<file path="config.mk">
export PLATFORM = sky130hd
export DESIGN_NAME = cordic_angle_seq_flat
export DESIGN_NICKNAME = d
export VERILOG_FILES = /design/src/rtl/cordic_pkg.sv /design/src/rtl/cordic_angle_seq_if.sv /design/src/rtl/cordic_atan_rom.sv /design/src/rtl/cordic_angle_seq.sv /design/src/flat_wrapper.sv
export SDC_FILE = /design/constraint.sdc
export NUM_CORES = 1
export LEC_CHECK = 0
export BUFFER_PORTS_ARGS = -buffer_cell sky130_fd_sc_hd__buf_4
export CORE_MARGIN = 3
export CORE_UTILIZATION = 55
export DETAILED_ROUTE_END_ITERATION = 10
export HOLD_SLACK_MARGIN = 0.06
export PLACE_DENSITY_LB_ADDON = 0.2
export SYNTH_ARGS = -nofsm -noshare
export SYNTH_HDL_FRONTEND = slang
export SYNTH_SLANG_ARGS = --single-unit
export TNS_END_PERCENT = 100
</file>
<file path="constraint.sdc">
create_clock -name clock -period 6.5 [get_ports clock]
set_input_delay 1.625 -clock clock [delete_from_list [all_inputs] [get_ports clock]]
set_output_delay 1.625 -clock clock [all_outputs]
set_load 0.02 [all_outputs]
</file>
<file path="src/rtl/cordic_pkg.sv">
// Shared definitions for the CORDIC angle-path sequencer.
//   state_t      : sequencer states IDLE / RUN / DONE
//   MAX_ITER     : depth of the arctangent table
//   ATAN_TABLE   : atan(2^-i) as a 32-bit binary angle, pi = 2^31
//   atan_scaled  : table entry rescaled to a narrower angle width, rounded half-up
package cordic_pkg;

  localparam int unsigned MAX_ITER = 24;

  typedef enum logic [1:0] {IDLE, RUN, DONE} state_t;

  localparam logic [31:0] ATAN_TABLE [0:MAX_ITER-1] = '{
    32'h20000000, 32'h12E4051E, 32'h09FB385B, 32'h051111D4,
    32'h028B0D43, 32'h0145D7E1, 32'h00A2F61E, 32'h00517C55,
    32'h0028BE53, 32'h00145F2F, 32'h000A2F98, 32'h000517CC,
    32'h00028BE6, 32'h000145F3, 32'h0000A2FA, 32'h0000517D,
    32'h000028BE, 32'h0000145F, 32'h00000A30, 32'h00000518,
    32'h0000028C, 32'h00000146, 32'h000000A3, 32'h00000051
  };

  // A = (T + 2^(31-width)) >> (32-width); at full width the entry is used as is.
  function automatic logic [31:0] atan_scaled(input int unsigned i, input int unsigned width);
    logic [32:0] sum;
    if (i >= MAX_ITER) return '0;
    if (width >= 32) return ATAN_TABLE[i];
    sum = {1'b0, ATAN_TABLE[i]} + (33'd1 << (31 - width));
    return 32'(sum >> (32 - width));
  endfunction

endpackage

</file>
<file path="src/rtl/cordic_angle_seq_if.sv">
// Handshake and result bundle of the CORDIC angle-path sequencer.
//   master : requester side (drives start/endangle, observes the rest)
//   slave  : sequencer side
// Signals: start, endangle[WIDTH], busy, done, dir, iter[IW], fold, outreg[WIDTH]
interface cordic_angle_seq_if #(
  parameter int unsigned WIDTH = 16,
  parameter int unsigned ITER  = 16
);
  localparam int unsigned IW = (ITER > 1) ? $clog2(ITER) : 1;

  logic             start;
  logic [WIDTH-1:0] endangle;
  logic             busy;
  logic             done;
  logic             dir;
  logic [IW-1:0]    iter;
  logic             fold;
  logic [WIDTH-1:0] outreg;

  modport master (output start, endangle,
                  input  busy, done, dir, iter, fold, outreg);
  modport slave  (input  start, endangle,
                  output busy, done, dir, iter, fold, outreg);
endinterface

</file>
<file path="src/rtl/cordic_atan_rom.sv">
// Combinational arctangent lookup: atan_o = atan(2^-idx_i) as a WIDTH-bit
// binary angle (full scale +/-pi), rounded half-up from the 32-bit table.
//   idx_i  : iteration index
//   atan_o : scaled angle increment
module cordic_atan_rom
  import cordic_pkg::*;
#(
  parameter int unsigned WIDTH = 16,
  parameter int unsigned IW    = 4
) (
  input  logic [IW-1:0]    idx_i,
  output logic [WIDTH-1:0] atan_o
);

  always_comb begin
    atan_o = WIDTH'(atan_scaled(32'(idx_i), WIDTH));
  end

endmodule

</file>
<file path="src/rtl/cordic_angle_seq.sv">
// Angle-path (z) sequencer for an iterative rotation-mode CORDIC. A start in
// IDLE loads the target angle, then ITER micro-rotations each add or subtract
// atan(2^-i) depending on the residual sign. dir/iter drive the companion
// x/y datapath in the same cycle.
//   clock, reset : rising-edge clock, synchronous active-high reset
//   bus.start/endangle : request and target angle (sampled in IDLE only)
//   bus.busy  : RUN or DONE;  bus.done : one-cycle completion pulse
//   bus.dir   : 1 = residual >= 0 (subtract), valid in RUN, else 0
//   bus.iter  : current iteration index;  bus.outreg : residual angle z
//   bus.fold  : start angle was folded by pi (x/y result must be negated)
// Optional macro CORDIC_QUADRANT_FOLD_EN: fold angles outside [-pi/2, pi/2)
// by pi at load. Undefined: fold is 0 and endangle loads unmodified.
module cordic_angle_seq
  import cordic_pkg::*;
#(
  parameter int unsigned WIDTH = 16,
  parameter int unsigned ITER  = 16
) (
  input  logic              clock,
  input  logic              reset,
  cordic_angle_seq_if.slave bus
);

  localparam int unsigned   IW   = (ITER > 1) ? $clog2(ITER) : 1;
  localparam logic [IW-1:0] LAST = IW'(ITER - 1);

  state_t           state_q;
  logic [WIDTH-1:0] z_q, z_d;
  logic [IW-1:0]    iter_q;
  logic             busy_q, done_q, fold_q;
  logic [WIDTH-1:0] atan, atan_x;
  logic             pos;
  logic [WIDTH-1:0] load_z;
  logic             load_fold;

  cordic_atan_rom #(.WIDTH(WIDTH), .IW(IW)) u_rom (
    .idx_i  (iter_q),
    .atan_o (atan)
  );

  // Single adder: z + (A ^ {pos}) + pos gives z - A when pos, z + A otherwise.
  always_comb begin
    pos    = ~z_q[WIDTH-1];
    atan_x = atan ^ {WIDTH{pos}};
    z_d    = z_q + atan_x + {{(WIDTH-1){1'b0}}, pos};
  end

  always_comb begin
`ifdef CORDIC_QUADRANT_FOLD_EN
    load_fold = bus.endangle[WIDTH-1] ^ bus.endangle[WIDTH-2];
    load_z    = {bus.endangle[WIDTH-1] ^ load_fold, bus.endangle[WIDTH-2:0]};
`else
    load_fold = 1'b0;
    load_z    = bus.endangle;
`endif
  end

  always_ff @(posedge clock) begin
    if (reset) begin
      state_q <= IDLE;
      z_q     <= '0;
      iter_q  <= '0;
      busy_q  <= 1'b0;
      done_q  <= 1'b0;
      fold_q  <= 1'b0;
    end else begin
      done_q <= 1'b0;
      unique case (state_q)
        IDLE: begin
          if (bus.start) begin
            z_q     <= load_z;
            fold_q  <= load_fold;
            iter_q  <= '0;
            busy_q  <= 1'b1;
            state_q <= RUN;
          end
        end
        RUN: begin
          z_q <= z_d;
          if (iter_q == LAST) begin
            state_q <= DONE;
            done_q  <= 1'b1;
          end else begin
            iter_q <= iter_q + 1'b1;
          end
        end
        DONE: begin
          busy_q  <= 1'b0;
          state_q <= IDLE;
        end
        default: state_q <= IDLE;
      endcase
    end
  end

  assign bus.busy   = busy_q;
  assign bus.done   = done_q;
  assign bus.dir    = (state_q == RUN) & pos;
  assign bus.iter   = iter_q;
  assign bus.fold   = fold_q;
  assign bus.outreg = z_q;

endmodule

</file>
<file path="src/flat_wrapper.sv">
// flat-port wrapper written by rule: the top's interface ports become plain ports
module cordic_angle_seq_flat import cordic_pkg::*;
#(
  parameter int unsigned WIDTH = 16,
  parameter int unsigned ITER  = 16
)
  (clock, reset, bus_start, bus_endangle, bus_busy, bus_done, bus_dir, bus_iter, bus_fold, bus_outreg);
  cordic_angle_seq_if #(.WIDTH(WIDTH), .ITER(ITER)) bus_i ();
  input  logic clock;
  input  logic reset;
  input wire logic [$bits(bus_i.start)-1:0] bus_start;
  input wire logic [$bits(bus_i.endangle)-1:0] bus_endangle;
  output wire logic [$bits(bus_i.busy)-1:0] bus_busy;
  output wire logic [$bits(bus_i.done)-1:0] bus_done;
  output wire logic [$bits(bus_i.dir)-1:0] bus_dir;
  output wire logic [$bits(bus_i.iter)-1:0] bus_iter;
  output wire logic [$bits(bus_i.fold)-1:0] bus_fold;
  output wire logic [$bits(bus_i.outreg)-1:0] bus_outreg;
  assign bus_i.start = bus_start;
  assign bus_i.endangle = bus_endangle;
  assign bus_busy = bus_i.busy;
  assign bus_done = bus_i.done;
  assign bus_dir = bus_i.dir;
  assign bus_iter = bus_i.iter;
  assign bus_fold = bus_i.fold;
  assign bus_outreg = bus_i.outreg;
  cordic_angle_seq #(.WIDTH(WIDTH), .ITER(ITER)) u_core (.clock(clock), .reset(reset), .bus(bus_i));
endmodule
</file>
# Word-level counts from Yosys, hierarchy flattened
# Memories as Yosys holds them, arrays and structs flattened.
# Index checks and enable logic that the tools add are counted.
# W data, S select, Z words.
[word_totals]
mem_bits_ro = 1024
out_inout_bits = 24
n_memories = 1
regBits = 24
input_bits = 19
ram_bits = 0
elab_cells = 43
latchBits = 0
[mem_list]
columns = ["name", "depth", "width", "read_ports", "rd_clocked_by_memory_dff", "wr", "line_no", "rtl"]
rows = [
  ["(name not given)", 32, 32, 1, 0, 0, "cordic_pkg.sv:26", "sum = {1'b0, ATAN_TABLE[i]} + (33'd1 << (31 - width));"],
]
[classes]
n_div = 0
mux = 13
n_bitwise = 5
n_mul = 0
eq_ne = 6
n_reduce_logical = 8
n_addsub = 4
magnitude_cmp = 1
shift = 0
[op_table]
columns = ["op", "count"]
rows = [
  ["$mux W32", 2],
  ["$ge A33 B6 Y1 const B", 1],
  ["$not A4 Y33", 1],
  ["$add A32 B16 Y32 const B", 1],
  ["$pmux W16 S2", 1],
  ["$add A16 B1 Y16", 1],
  ["$add A16 B16 Y16", 1],
  ["$mux W16", 1],
  ["$xor A16 B16 Y16", 1],
  ["$mux W4", 2],
  ["$pmux W4 S2", 1],
  ["$reduce_and A2 Y1", 3],
  ["$add A4 B1 Y4 const B", 1],
  ["$eq A4 B4 Y1 const B", 1],
  ["$mux W2", 2],
  ["$ne A2 B2 Y1 const B", 2],
  ["$pmux W2 S2", 1],
  ["$reduce_bool A2 Y1", 2],
  ["$reduce_and A3 Y1", 1],
  ["$eq A2 B1 Y1 const B", 1],
  ["$eq A2 B2 Y1 const B", 1],
  ["$logic_not A2 Y1", 1],
  ["$mux W1", 2],
  ["$ne A2 B1 Y1 const B", 1],
  ["other kinds (4)", 5],
]

# Depth between registers and ports, before layout
[logic_depth]
depth_word = 9
ltp_mapped = 19
mapped_depth_nobuf = 19

# By module
# Synthesis repeated with hierarchy kept, for this count alone.
[unflattened]
cells_unflattened = 327
hier_area_um2 = 2522.4
[modules_own_cells]
columns = ["mod", "seq_area_each_um2", "area_each_um2", "n_inst", "cells_per_inst"]
rows = [
  ["cordic_angle_seq", 480.5, 1918.1, 1, 246],
  ["cordic_atan_rom", 0.0, 604.3, 1, 81],
]

# Worst setup path before layout
# OpenSTA, ideal clock, no wires.
[synth_timing]
path_type = "register to register"
start = "register u_core.iter_q[1] (netlist: u_core.bus.iter[1])"
end = "register u_core.z_q[14] (netlist: u_core.bus.outreg[14])"
setup_time_ns = 0.086
setup_slack_ns = 2.876
path_stages_with_launch = 14
t_arrival_ns = 3.538
required_ns = 6.414
path_buffers = 0
period_less_slack_ns = 3.624
cell_sequence = "dfxtp_1 > inv_1 > ha_1 > mux4_2 > ha_1 > nor2b_1 > nor2_1 > fa_1 > a21oi_1 > o211ai_2 > a31oi_1 > o21ai_1 > xnor2_1 > a211oi_1"
[synth_between]
elab_chain_len = 9
[synth_rtl]
columns = ["item", "line_no", "rtl"]
rows = [
  ["start, declared", "cordic_angle_seq.sv:29", "logic [IW-1:0] iter_q;"],
  ["start signal, assigned", "cordic_angle_seq.sv:84", "iter_q <= iter_q + 1'b1;"],
  ["$not A4 Y33 (implied by the code)", "cordic_pkg.sv:26", ""],
  ["$mem_v2 Z32 W32", "-", ""],
  ["$mux W32 (implied by the code) (2 in a row)", "cordic_pkg.sv:26", ""],
  ["$add A32 B16 Y32", "cordic_pkg.sv:26", ""],
  ["$xor A16 B16 Y16", "cordic_angle_seq.sv:44", "atan_x = atan ^ {WIDTH{pos}};"],
  ["$add A16 B16 Y16", "cordic_angle_seq.sv:45", "z_d = z_q + atan_x + {{(WIDTH-1){1'b0}}, pos};"],
  ["$add A16 B1 Y16", "cordic_angle_seq.sv:45", ""],
  ["$pmux W16 S2", "cordic_angle_seq.sv:68", "unique case (state_q)"],
  ["end signal, assigned", "cordic_angle_seq.sv:71", "z_q <= load_z;"],
  ["end signal, assigned", "cordic_angle_seq.sv:79", "z_q <= z_d;"],
  ["end, declared", "cordic_angle_seq.sv:28", "logic [WIDTH-1:0] z_q, z_d;"],
]
# Every way passes these cells. The select of a mux whose other input is x is not followed.
# A chain may end at the register's enable or synchronous reset.

# Final worst setup path
[layout_timing]
start = "register u_core.iter_q[2] (netlist: u_core.bus.iter[2])"
end = "register u_core.z_q[14] (netlist: u_core.bus.outreg[14])"
# Same word-level chain as after synthesis.

==> results.ini <==
[power_and_ir_drop]
ir_worst_vdd_mv = 0.220
power_mw = 1.11
power_leakage_nw = 1.14
clkPwrFrac = 0.098
seqPwrFrac = 0.197
power-per-cell-area_nw_per_um2 = 401
swShare = 0.481
p_switching_uw = 534
p_int_uw = 575
pwr-share-comb = 0.706

[placed_design]
placed_area_um2 = 2710
post-dp-hpwl_mm = 4.67
gp_congestion = 0.936
numPortBuffers = 41

[floorplanning]
die-area_um2 = 5270
num_rows = 23
die_h_um = 72.6
ioPinCount = 43
core_area_um2 = 4140
start_util = 0.589
die_w_um = 72.6

[timing]
fmax_ghz = 0.254
slew_headroom = 0.272
period_share = 0.606
tightestPinTransition_ns = 1.09
finalSetupViolations = 0
timing.hold.ws_ns = 0.479
fin_crit_ns = 3.94
slew_viol_final = 0
finClkSkew_ns = 0.00446
hold_viol = 0
tns_ns = 0
rsz0062_at_grt = false

[yosys]
ys.warnings.count = 0
synth_largest_area_cell = dfxtp_1
yosysUniqueCellTypes = 52
yosys-top-cells-area = dfxtp_1 (20%), ha_1 (12%), xnor2_1 (9.3%), nor2_1 (5.7%), a21oi_1 (4.3%)
ys_ff_latch = 24
synthCells = 301
synth_top_area_share = 0.197
seq_area_frac_synth = 0.197
syn_nets = 345
synth_area_um2 = 2440
syn_area_per_cell_um2 = 8.11

[clock_tree]
ctsResizeCount = 0
cts.sinks = 24
path_clk_slew_ns = 0.10
cts_made_buffers = 3
clk_latency_ns = 0.27
cts_max_level = 1
root_buffer = clkbuf_8
post_cts_buffers = 0
cts-hold-fix-buffers = 0
cts_tree = built
clockBufferDepth = 2

[route]
top_layer_used = met4
finalWirelength_mm = 6.13
wl_met1_mm = 2.87
viasPerCell = 5.94
wl_met3_um = 299
drt_iter0_drc = 194
route.detailed.drc = 0
vias = 2262
dr.pass1.iters = 4
wl_met2_mm = 2.87
drtAntennaViolNets = 0
wl_per_cell_um = 16.1

[layout]
syn2layout_area_growth_pct = 13.3
fin_nets = 376
postLayoutCellArea_um2 = 2760
drive_gt1_frac = 0.193
diodes = 0

[run]
maxCapViolCount = 0

[grt]
antenna_found_initial = 0
grt_max_degree = 26
grt_usage = 0.248
grt-ovfl-total = 0
grt_pass1_wl_mm = 10.5
grt_pass1_vias = 2249

[worst_setup_path]
worstSetupEndpointType = flop
startpoint_type = flop
crit_start = u_core.bus.iter[2]
r2r_setup_slack_ns = 2.56
r2r-start = u_core.bus.iter[2]
worstPathArrival_ns = 4.14
cp.required_ns = 6.70
r2r-end = u_core.bus.outreg[14]
endpoint = u_core.bus.outreg[14]
crit_type = reg -> reg
r2r_cells = 11
cp_max_fo = 25

[worst_hold_path]
hold_class = reg -> reg

[outcome]
status = completed

## through the flow
step                worst slack (ns)   util  instances
CTS                             2.56  0.667        381
detailed placement              2.58  0.654        377
floorplan                       2.88      -        301
global route                    2.25  0.667        381
finish                          2.56  0.667        381
global placement                2.66  0.654        377
## worst max-delay path, stage by stage (launching register included)
cell and delay [ns]:
dfxtp_1 0.84, mux4_2 0.62, ha_1 0.39, nor2b_1 0.28, nor2_1 0.10, fa_1 0.41, a21oi_1 0.23, o211ai_2 0.17
a31oi_1 0.35, o21ai_1 0.12, xnor2_1 0.14, a211oi_1 0.21
## power by group through the flow
stage / registers [mW] / logic (mW) / clock network, mW
floorplan: 0.242 / 0.578 / 0
global placement: 0.220 / 0.762 / 0
detailed placement: 0.222 / 0.767 / 0
CTS: 0.218 / 0.773 / 0.109
global route: 0.224 / 0.865 / 0.116
finish: 0.218 / 0.783 / 0.108
## kinds of logic after synthesis
family | share of synthesized area
adder cells (fa/ha/maj) | 0.131
flip-flops | 0.197
buffers and inverters | 0.0585
multiplexers | 0.0379
XOR/XNOR | 0.133
AND/OR/NAND/NOR | 0.210
AO/OA/AOI/OAI | 0.231
other | 0.00154
## area by class of cell
type,count,area (µm²)
multi-input combinational,252,1820
tap,50,62.6
fill,389,1380
sequential,24,480
inverter,9,33.8
timing repair buffer,42,315
clock buffer,4,55.1
## state kept, by name, indices dropped and copies added, names as in the netlist
name,count
u_core.bus.iter,4
u_core.state_q,2
u_core.bus.done,1
u_core.bus.busy,1
u_core.bus.outreg,16
## synthesized netlist by cell type, drive strengths merged
cell type  instances
nor2              37
xnor2             26
dfxtp             24
ha                24
a21oi             21
nand2             19
a211oi            13
buf               12
xor2              11
o21ai             10
o22ai              9
inv                8
nand2b             8
nand3              8
a31oi              7
mux2i              7
nor3               7
nor2b              6
clkbuf             4
nand4              4
a22oi              3
o211ai             3
or2                3
a21o               2
a221oi             2
and3               2
nand3b             2
nor3b              2
o21a               2
or2b               2
a21boi             1
a22o               1
a2bb2oi            1
a311oi             1
a31o               1
clkinv             1
conb               1
fa                 1
mux4               1
o2111ai            1
o21bai             1
o31ai              1
or3                1
## worst min-delay path by stage
stage | start | end | cells past startpoint
4_1_cts | u_core.bus.busy | u_core.bus.busy | 2
3_3_place_gp | u_core.bus.busy | u_core.bus.busy | 2
2_1_floorplan | u_core.state_q[0] | u_core.bus.busy | 2
5_1_grt | u_core.bus.busy | u_core.bus.busy | 2
3_5_place_dp | u_core.bus.busy | u_core.bus.busy | 2
6_report | u_core.bus.busy | u_core.bus.busy | 2
## metal layers
metal  vias up  GRT usage
met5         -          0
met4         0     0.0574
met3         9     0.0234
met2        64      0.419
met1      1058      0.339
li1       1131          -
## cells in the final DEF, fill, tap and decap left out, types with 3 or more instances in the layout
master	netlist	final
xnor2_1	26	26
xor2_1	11	11
clkbuf_8	0	4
nand2_1	18	18
inv_1	8	8
nor2_1	37	37
a211oi_1	11	11
a22oi_1	3	3
buf_4	2	42
nor2b_1	4	4
o21ai_0	9	9
nor3_1	5	5
a21oi_1	21	21
nand4_1	4	4
mux2i_1	7	7
a31oi_1	5	5
nand3_1	8	8
o22ai_1	9	9
or2_2	3	3
ha_1	24	24
o211ai_2	3	3
nand2b_1	8	8
dfxtp_1	24	24
Power figures use the tool's default switching activity.
